## src/rtl/wb_stage.sv

```systemverilog
// Registered write-back stage: source select, load alignment, memory wait with timeout.
// Optional load alignment/extension is enabled by defining WB_LOAD_ALIGN_EN.
module wb_stage #(
    parameter int unsigned XLEN        = 32,
    parameter int unsigned NSRC        = 4,
    parameter int unsigned MEMSRC      = 1,
    parameter int unsigned SELW        = $clog2(NSRC),
    parameter int unsigned MEM_TIMEOUT = 15
) (
    input  logic                 Clk,
    input  logic                 RstN,
    input  logic                 InValid,
    output logic                 InReady,
    input  logic [SELW-1:0]      RUDataWrSrc,
    input  logic [NSRC*XLEN-1:0] SrcBus,
    input  logic [XLEN-1:0]      DataRd,
    input  logic                 DataRdValid,
    input  logic [4:0]           RdAddrIn,
    input  logic                 RegWrite,
    input  logic [2:0]           Funct3,
    input  logic [1:0]           AddrLow,
    output logic [XLEN-1:0]      RUDataWr,
    output logic [4:0]           RUAddrWr,
    output logic                 RUWr,
    output logic                 MemErr
);

    typedef enum logic [1:0] {
        IDLE,
        WAIT_MEM,
        WRITE
    } state_t;

    state_t          state, state_n;
    logic [7:0]      cnt, cnt_n;
    logic [XLEN-1:0] data_n;
    logic [4:0]      addr_n;
    logic            regwr_q, regwr_n;
    logic            memerr_n;
    logic            accept;
    logic            is_mem;
    logic [XLEN-1:0] src_data;
    logic [XLEN-1:0] load_word;

    // Out-of-range selectors fall through the loop and leave the result at zero.
    always_comb begin
        src_data = '0;
        for (int unsigned k = 0; k < NSRC; k++) begin
            if (SELW'(k) == RUDataWrSrc) begin
                src_data = SrcBus[k*XLEN +: XLEN];
            end
        end
    end

`ifdef WB_LOAD_ALIGN_EN
    logic [2:0] f3_q;
    logic [1:0] al_q;
    logic [2:0] ld_f3;
    logic [1:0] ld_al;

    function automatic logic [XLEN-1:0] align_load(input logic [XLEN-1:0] d,
                                                   input logic [2:0] f3,
                                                   input logic [1:0] al);
        logic [7:0]  b;
        logic [15:0] h;
        b = d[8*al +: 8];
        h = al[1] ? d[31:16] : d[15:0];
        case (f3)
            3'b000:  align_load = XLEN'($signed(b));
            3'b001:  align_load = XLEN'($signed(h));
            3'b010:  align_load = XLEN'($signed(d[31:0]));
            3'b100:  align_load = XLEN'(b);
            3'b101:  align_load = XLEN'(h);
            default: align_load = d;
        endcase
    endfunction

    // A waiting load aligns with the attributes captured at accept time.
    always_comb begin
        ld_f3     = (state == WAIT_MEM) ? f3_q : Funct3;
        ld_al     = (state == WAIT_MEM) ? al_q : AddrLow;
        load_word = align_load(DataRd, ld_f3, ld_al);
    end

    always_ff @(posedge Clk or negedge RstN) begin
        if (!RstN) begin
            f3_q <= '0;
            al_q <= '0;
        end else if (accept) begin
            f3_q <= Funct3;
            al_q <= AddrLow;
        end
    end
`else
    logic unused_ld;
    assign unused_ld = ^{Funct3, AddrLow};
    assign load_word = DataRd;
`endif

    assign InReady = (state != WAIT_MEM);
    assign accept  = InValid && InReady;
    assign is_mem  = (RUDataWrSrc == SELW'(MEMSRC));
    assign RUWr    = (state == WRITE) && regwr_q && (RUAddrWr != 5'd0);

    always_comb begin
        state_n  = state;
        cnt_n    = cnt;
        data_n   = RUDataWr;
        addr_n   = RUAddrWr;
        regwr_n  = regwr_q;
        memerr_n = 1'b0;
        case (state)
            WAIT_MEM: begin
                if (DataRdValid) begin
                    data_n  = load_word;
                    state_n = WRITE;
                end else if (cnt == 8'(MEM_TIMEOUT - 1)) begin
                    memerr_n = 1'b1;
                    cnt_n    = '0;
                    state_n  = IDLE;
                end else begin
                    cnt_n = cnt + 8'd1;
                end
            end
            default: begin
                if (accept) begin
                    addr_n  = RdAddrIn;
                    regwr_n = RegWrite;
                    if (!is_mem) begin
                        data_n  = src_data;
                        state_n = WRITE;
                    end else if (DataRdValid) begin
                        data_n  = load_word;
                        state_n = WRITE;
                    end else begin
                        cnt_n   = '0;
                        state_n = WAIT_MEM;
                    end
                end else begin
                    state_n = IDLE;
                end
            end
        endcase
    end

    always_ff @(posedge Clk or negedge RstN) begin
        if (!RstN) begin
            state    <= IDLE;
            cnt      <= '0;
            RUDataWr <= '0;
            RUAddrWr <= '0;
            regwr_q  <= 1'b0;
            MemErr   <= 1'b0;
        end else begin
            state    <= state_n;
            cnt      <= cnt_n;
            RUDataWr <= data_n;
            RUAddrWr <= addr_n;
            regwr_q  <= regwr_n;
            MemErr   <= memerr_n;
        end
    end

endmodule

```

## config.mk

```make
export PLATFORM = sky130hd
export DESIGN_NAME = wb_stage
export DESIGN_NICKNAME = d
export VERILOG_FILES = /design/src/rtl/wb_stage.sv
export SDC_FILE = /design/constraint.sdc
export NUM_CORES = 1
export LEC_CHECK = 0
export ABC_AREA = 1
export CAP_MARGIN = 20
export CORE_MARGIN = 4
export CORE_UTILIZATION = 42
export DETAILED_ROUTE_END_ITERATION = 7
export GPL_TIMING_DRIVEN = 0
export HOLD_SLACK_MARGIN = 0.02
export PLACE_DENSITY = 0.94
export SYNTH_ARGS = -nofsm -noshare
export SYNTH_HDL_FRONTEND = slang
export SYNTH_SLANG_ARGS = --single-unit
```

## constraint.sdc

```tcl
create_clock -name Clk -period 2.9 [get_ports Clk]
set_input_delay 0.58 -clock Clk [delete_from_list [all_inputs] [get_ports Clk]]
set_output_delay 0.58 -clock Clk [all_outputs]
set_load 0.02 [all_outputs]
```

* Word level (Yosys, flattened, before mapping)
Cells that the tools add are included.
** Word-level totals
- Output and inout port bits :: 40
- Flip-flop bits (word level) :: 49
- Word-level logic and storage cells :: 51
** Cells by class
- Muxes and demuxes :: 23
- Equal/unequal tests :: 11
- Reductions and logical operators :: 9
- Add/subtract/negate cells :: 1
- Bitwise gates (word level) :: 1
** Operators with widths (number)
- two-way mux 32 bit :: 8
- two-way mux 8 bit :: 6
- two-way mux 2 bit :: 6
- adder 8 x 1 -> 8 bit (second input constant) :: 1
- equality test 8 x 4 -> 1 bit (second input constant) :: 1
- inequality test 3 bit (second input constant) :: 2
- nonzero test 5 bit :: 1
- equality test 2 x 1 -> 1 bit (second input constant) :: 2
- equality test 2 bit (first input constant) :: 2
- AND reduction 4 bit :: 1
- nonzero test 2 bit :: 2
- logical AND 1 bit :: 3
- two-way mux 1 bit :: 3
- equality test 1 x 2 -> 1 bit (first input constant) :: 1
- equality test 2 bit (second input constant) :: 1
- zero test 2 bit :: 1
- inequality test 2 x 1 -> 1 bit (second input constant) :: 1
- inequality test 2 bit (second input constant) :: 1
- AND reduction 2 bit :: 1
- inverter 1 bit :: 1

* Depth between registers and ports, before layout
- Word-level depth :: 8
- Gate-level depth with buffers :: 11
- Mapped depth without buffers :: 9

* Worst setup path before layout
No wires, ideal clock.
- Path kind :: register to output
- Start :: reg state[0]
- End :: out InReady
- Cell stages (with the launch flop) :: 3
- Setup slack :: 1.411 ns
- Required time :: 2.320 ns
- Arrival time :: 0.909 ns
- Buffers on the path :: 1
- Path through :: dfrtp_1 > nand2_4 > buf_1
** Between the ends
- Longest elaborated chain between the ends :: 1
** Ends and longest elaborated chain
- start: declaration :: line 34 : state_t state, state_n;
- start signal: assignment :: line 155 : state <= state_n;
- inequality test 2 x 1 -> 1 bit :: line 100 : assign InReady = (state != WAIT_MEM);
- end: declaration :: line 13 : output logic InReady,
No other way between the ends.

* Final worst setup path
Same ends and word-level chain as after synthesis.

==> results.txt <==
Postcts setup bufs: 0
Worst vdd ir: 0.000248 V
Vias in the first global route: 4153
Setup Viol. Count Final: 0
Most common cell after layout, fill and taps aside: nand2_1
Max Cap Viol: 0
Layout cells sized above 1: 8.50%
Diode count: 0
Sequential fraction of the synthesis area: 32.7%
WP data arrival: 2.01 ns
Initial antenna violation count: 0
Synth-to-Final Area Change: 53.7%
Setup CP Type: flop to output pin
Nets: 966
Num CTS Buffers: 5
H-Tree Depth: 2
Placer Congestion: 0.867
Syn_area_per_cell: 6.23 um2
Register Area: 0.00123 mm2
Die Y: 102 um
Tcrit/Tclk final: 89.3%
GRT Total Usage: 23.2%
Area of the multi-input gates: 0.00191 mm2
Post-DP Area: 0.00567 mm2
First-pass GRT wire length: 19100 um
Clock Power Share: 20.2%
WL per Instance: 13.6 um
Worst EP required: 2.32 ns
Starting Density: 43.0%
Root Buffer: clkbuf_8
Leading cell types in the layout, fill and taps excluded: 199 x nand2_1, 176 x clkdlybuf4s50_1, 109 x inv_1
Routed wire length: 12200 um
Post-DP HPWL: 9410 um
Hold Vio Cnt, Final: 0
Reg clk slew, reported paths: 0.10 ns
Pwr/cell area: 370 mW/mm2
Worst-path fanout max: 10
Status: completed
Die Wd: 102 um
Pre-antenna DRT Iters: 5
Leakage: 3.05 nW
Comb power frac: 41.1%
GRT overflow: 0
DR iter-0 viols: 211
Vias post-DR: 4295
Worst Tran Pin Value: 0.578 ns
Register bit total from synthesis: 49
Mapped Nets: 781
Core area: 0.00872 mm2
Clock skew: 0.0109 ns
Worst Hold Class: input port to async pin
Synth Warn #: 0
Sw Share: 34.9%
Minimum clock period: 2.59 ns
CTS hold repair buffers: 0
Largest net degree at the start of global routing: 27
Fill cell count: 770
Port Buffers: 177
Final instance area: 0.00576 mm2
# rows: 34
Worst setup EP type: output pin
Crit path launch type: flop
CTS tree: yes
Synth Instances: 602
Final TNS setup: 0 ns
RSZ-0062 raised after global routing: false
Vias per inst: 4.79
Final Slew Violations: 0
Clk_lat worst skew: 0.32 ns
Flop pwr share: 38.7%
I/O Pins: 217
FMAX: 386 MHz
Normalized max-slew margin: 61.5%
Post-DRT Antenna Nets: 0
DRC viols: 0
Sink Count: 49
Unique masters post-synth: 28
Total power draw: 0.00213 W
NetSw: 0.000743 W
Quantity of gates resized following cts: 0
Cell area after synthesis: 0.00375 mm2
Cell-internal power: 0.00139 W
Die footprint: 0.0105 mm2
Buffer depth of the longest clock path: 2
metal layers:
layer / vias up / GRT usage [%] / share of wire [%]
met5: - / 0 / 0
met4: 0 / 6.96 / 1.8
met3: 17 / 4.85 / 7.7
met2: 154 / 40.6 / 49
met1: 1931 / 28.5 / 42
li1: 2193 / - / -
layout make-up:
class / count / share of cell area, %
Timing Repair Buffer: 178 / 31.0
Buffer: 32 / 3.11
Inverter: 116 / 7.60
Clock inverter: 3 / 0.369
Sequential cell: 49 / 21.3
Multi-Input combinational cell: 405 / 33.1
Tap cell: 108 / 2.35
Clock buffer: 5 / 1.19
worst paths after layout:
check	from	endpoint	slack (ns)	cells after the start
max	state[0]	InReady	0.31	3
min	RstN	RUAddrWr[1]	0.25	1
max reg2reg	state[1]	RUDataWr[15]	1.47	9
min reg2reg	regwr_q	regwr_q	0.52	1
max in group asynchronous	RstN	RUDataWr[12]	2.09	2
min in group Clk	regwr_q	regwr_q	0.52	1
synthesized netlist by cell type:
cell / count / area share [%]
buf_6: 3 / 0.90
mux2_2: 6 / 1.8
o211ai_1: 9 / 1.8
dfrtp_1: 49 / 33
clkbuf_2: 1 / 0.13
nor2_4: 1 / 0.30
buf_4: 3 / 0.60
nand2_2: 4 / 0.67
nand3_1: 54 / 7.2
nand2_4: 1 / 0.30
nand2_1: 199 / 20
buf_1: 2 / 0.20
xnor2_1: 1 / 0.23
nor2_1: 58 / 5.8
inv_4: 1 / 0.17
inv_1: 109 / 11
nor3_1: 2 / 0.27
nand3_2: 2 / 0.53
a21oi_2: 10 / 2.3
clkbuf_1: 4 / 0.40
o21ai_0: 17 / 2.3
inv_2: 6 / 0.60
ha_1: 2 / 0.67
a21oi_1: 11 / 1.5
o21ai_1: 4 / 0.53
nand3b_1: 21 / 4.2
buf_2: 19 / 2.5
a31oi_1: 3 / 0.50
sequential cells by signal, indices dropped and copies added, names as in the netlist:
name      cells
state         2
MemErr        1
cnt           8
RUDataWr     32
RUAddrWr      5
regwr_q       1
per-stage QoR:
step | cells | worst slack [ns] | util, % | hold WS, ns
2_1_floorplan | 602 | 1.41 | - | 0.284
3_3_place_gp | 887 | -0.345 | 64.8 | 0.490
3_5_place_dp | 888 | 0.654 | 65.0 | 0.499
4_1_cts | 896 | 0.299 | 66.1 | 0.264
5_1_grt | 896 | 0.214 | 66.1 | 0.275
6_report | 896 | 0.309 | 66.1 | 0.246
cells by family after synthesis:
group                      after synthesis  share of synthesized area [%]
buffers and inverters                  148                           16.5
xor gates and xnor gates                 1                          0.234
and+or+nand+nor                        342                           39.2
AOI/OAI and AO/OA                       54                           8.91
adders and majority gates                2                          0.667
muxes                                    6                           1.80
DFF                                     49                           32.7
worst max-delay path: stages (launching register included):
cell	delay, ns
dfrtp_1	0.42
nand2_4	0.15
buf_1	0.42
clkdlybuf4s50_1	0.70
power by group through the flow:
| stage | sequential, W | combinational (W) | clock, W |
|---|---|---|---|
| 2_1_floorplan | 0.000930 | 0.000326 | 0 |
| 3_3_place_gp | 0.000833 | 0.000861 | 0 |
| 3_5_place_dp | 0.000835 | 0.000876 | 0 |
| 4_1_cts | 0.000823 | 0.000880 | 0.000437 |
| 5_1_grt | 0.000833 | 0.000959 | 0.000466 |
| 6_report | 0.000823 | 0.000875 | 0.000431 |
Power figures use the tool's default switching activity.
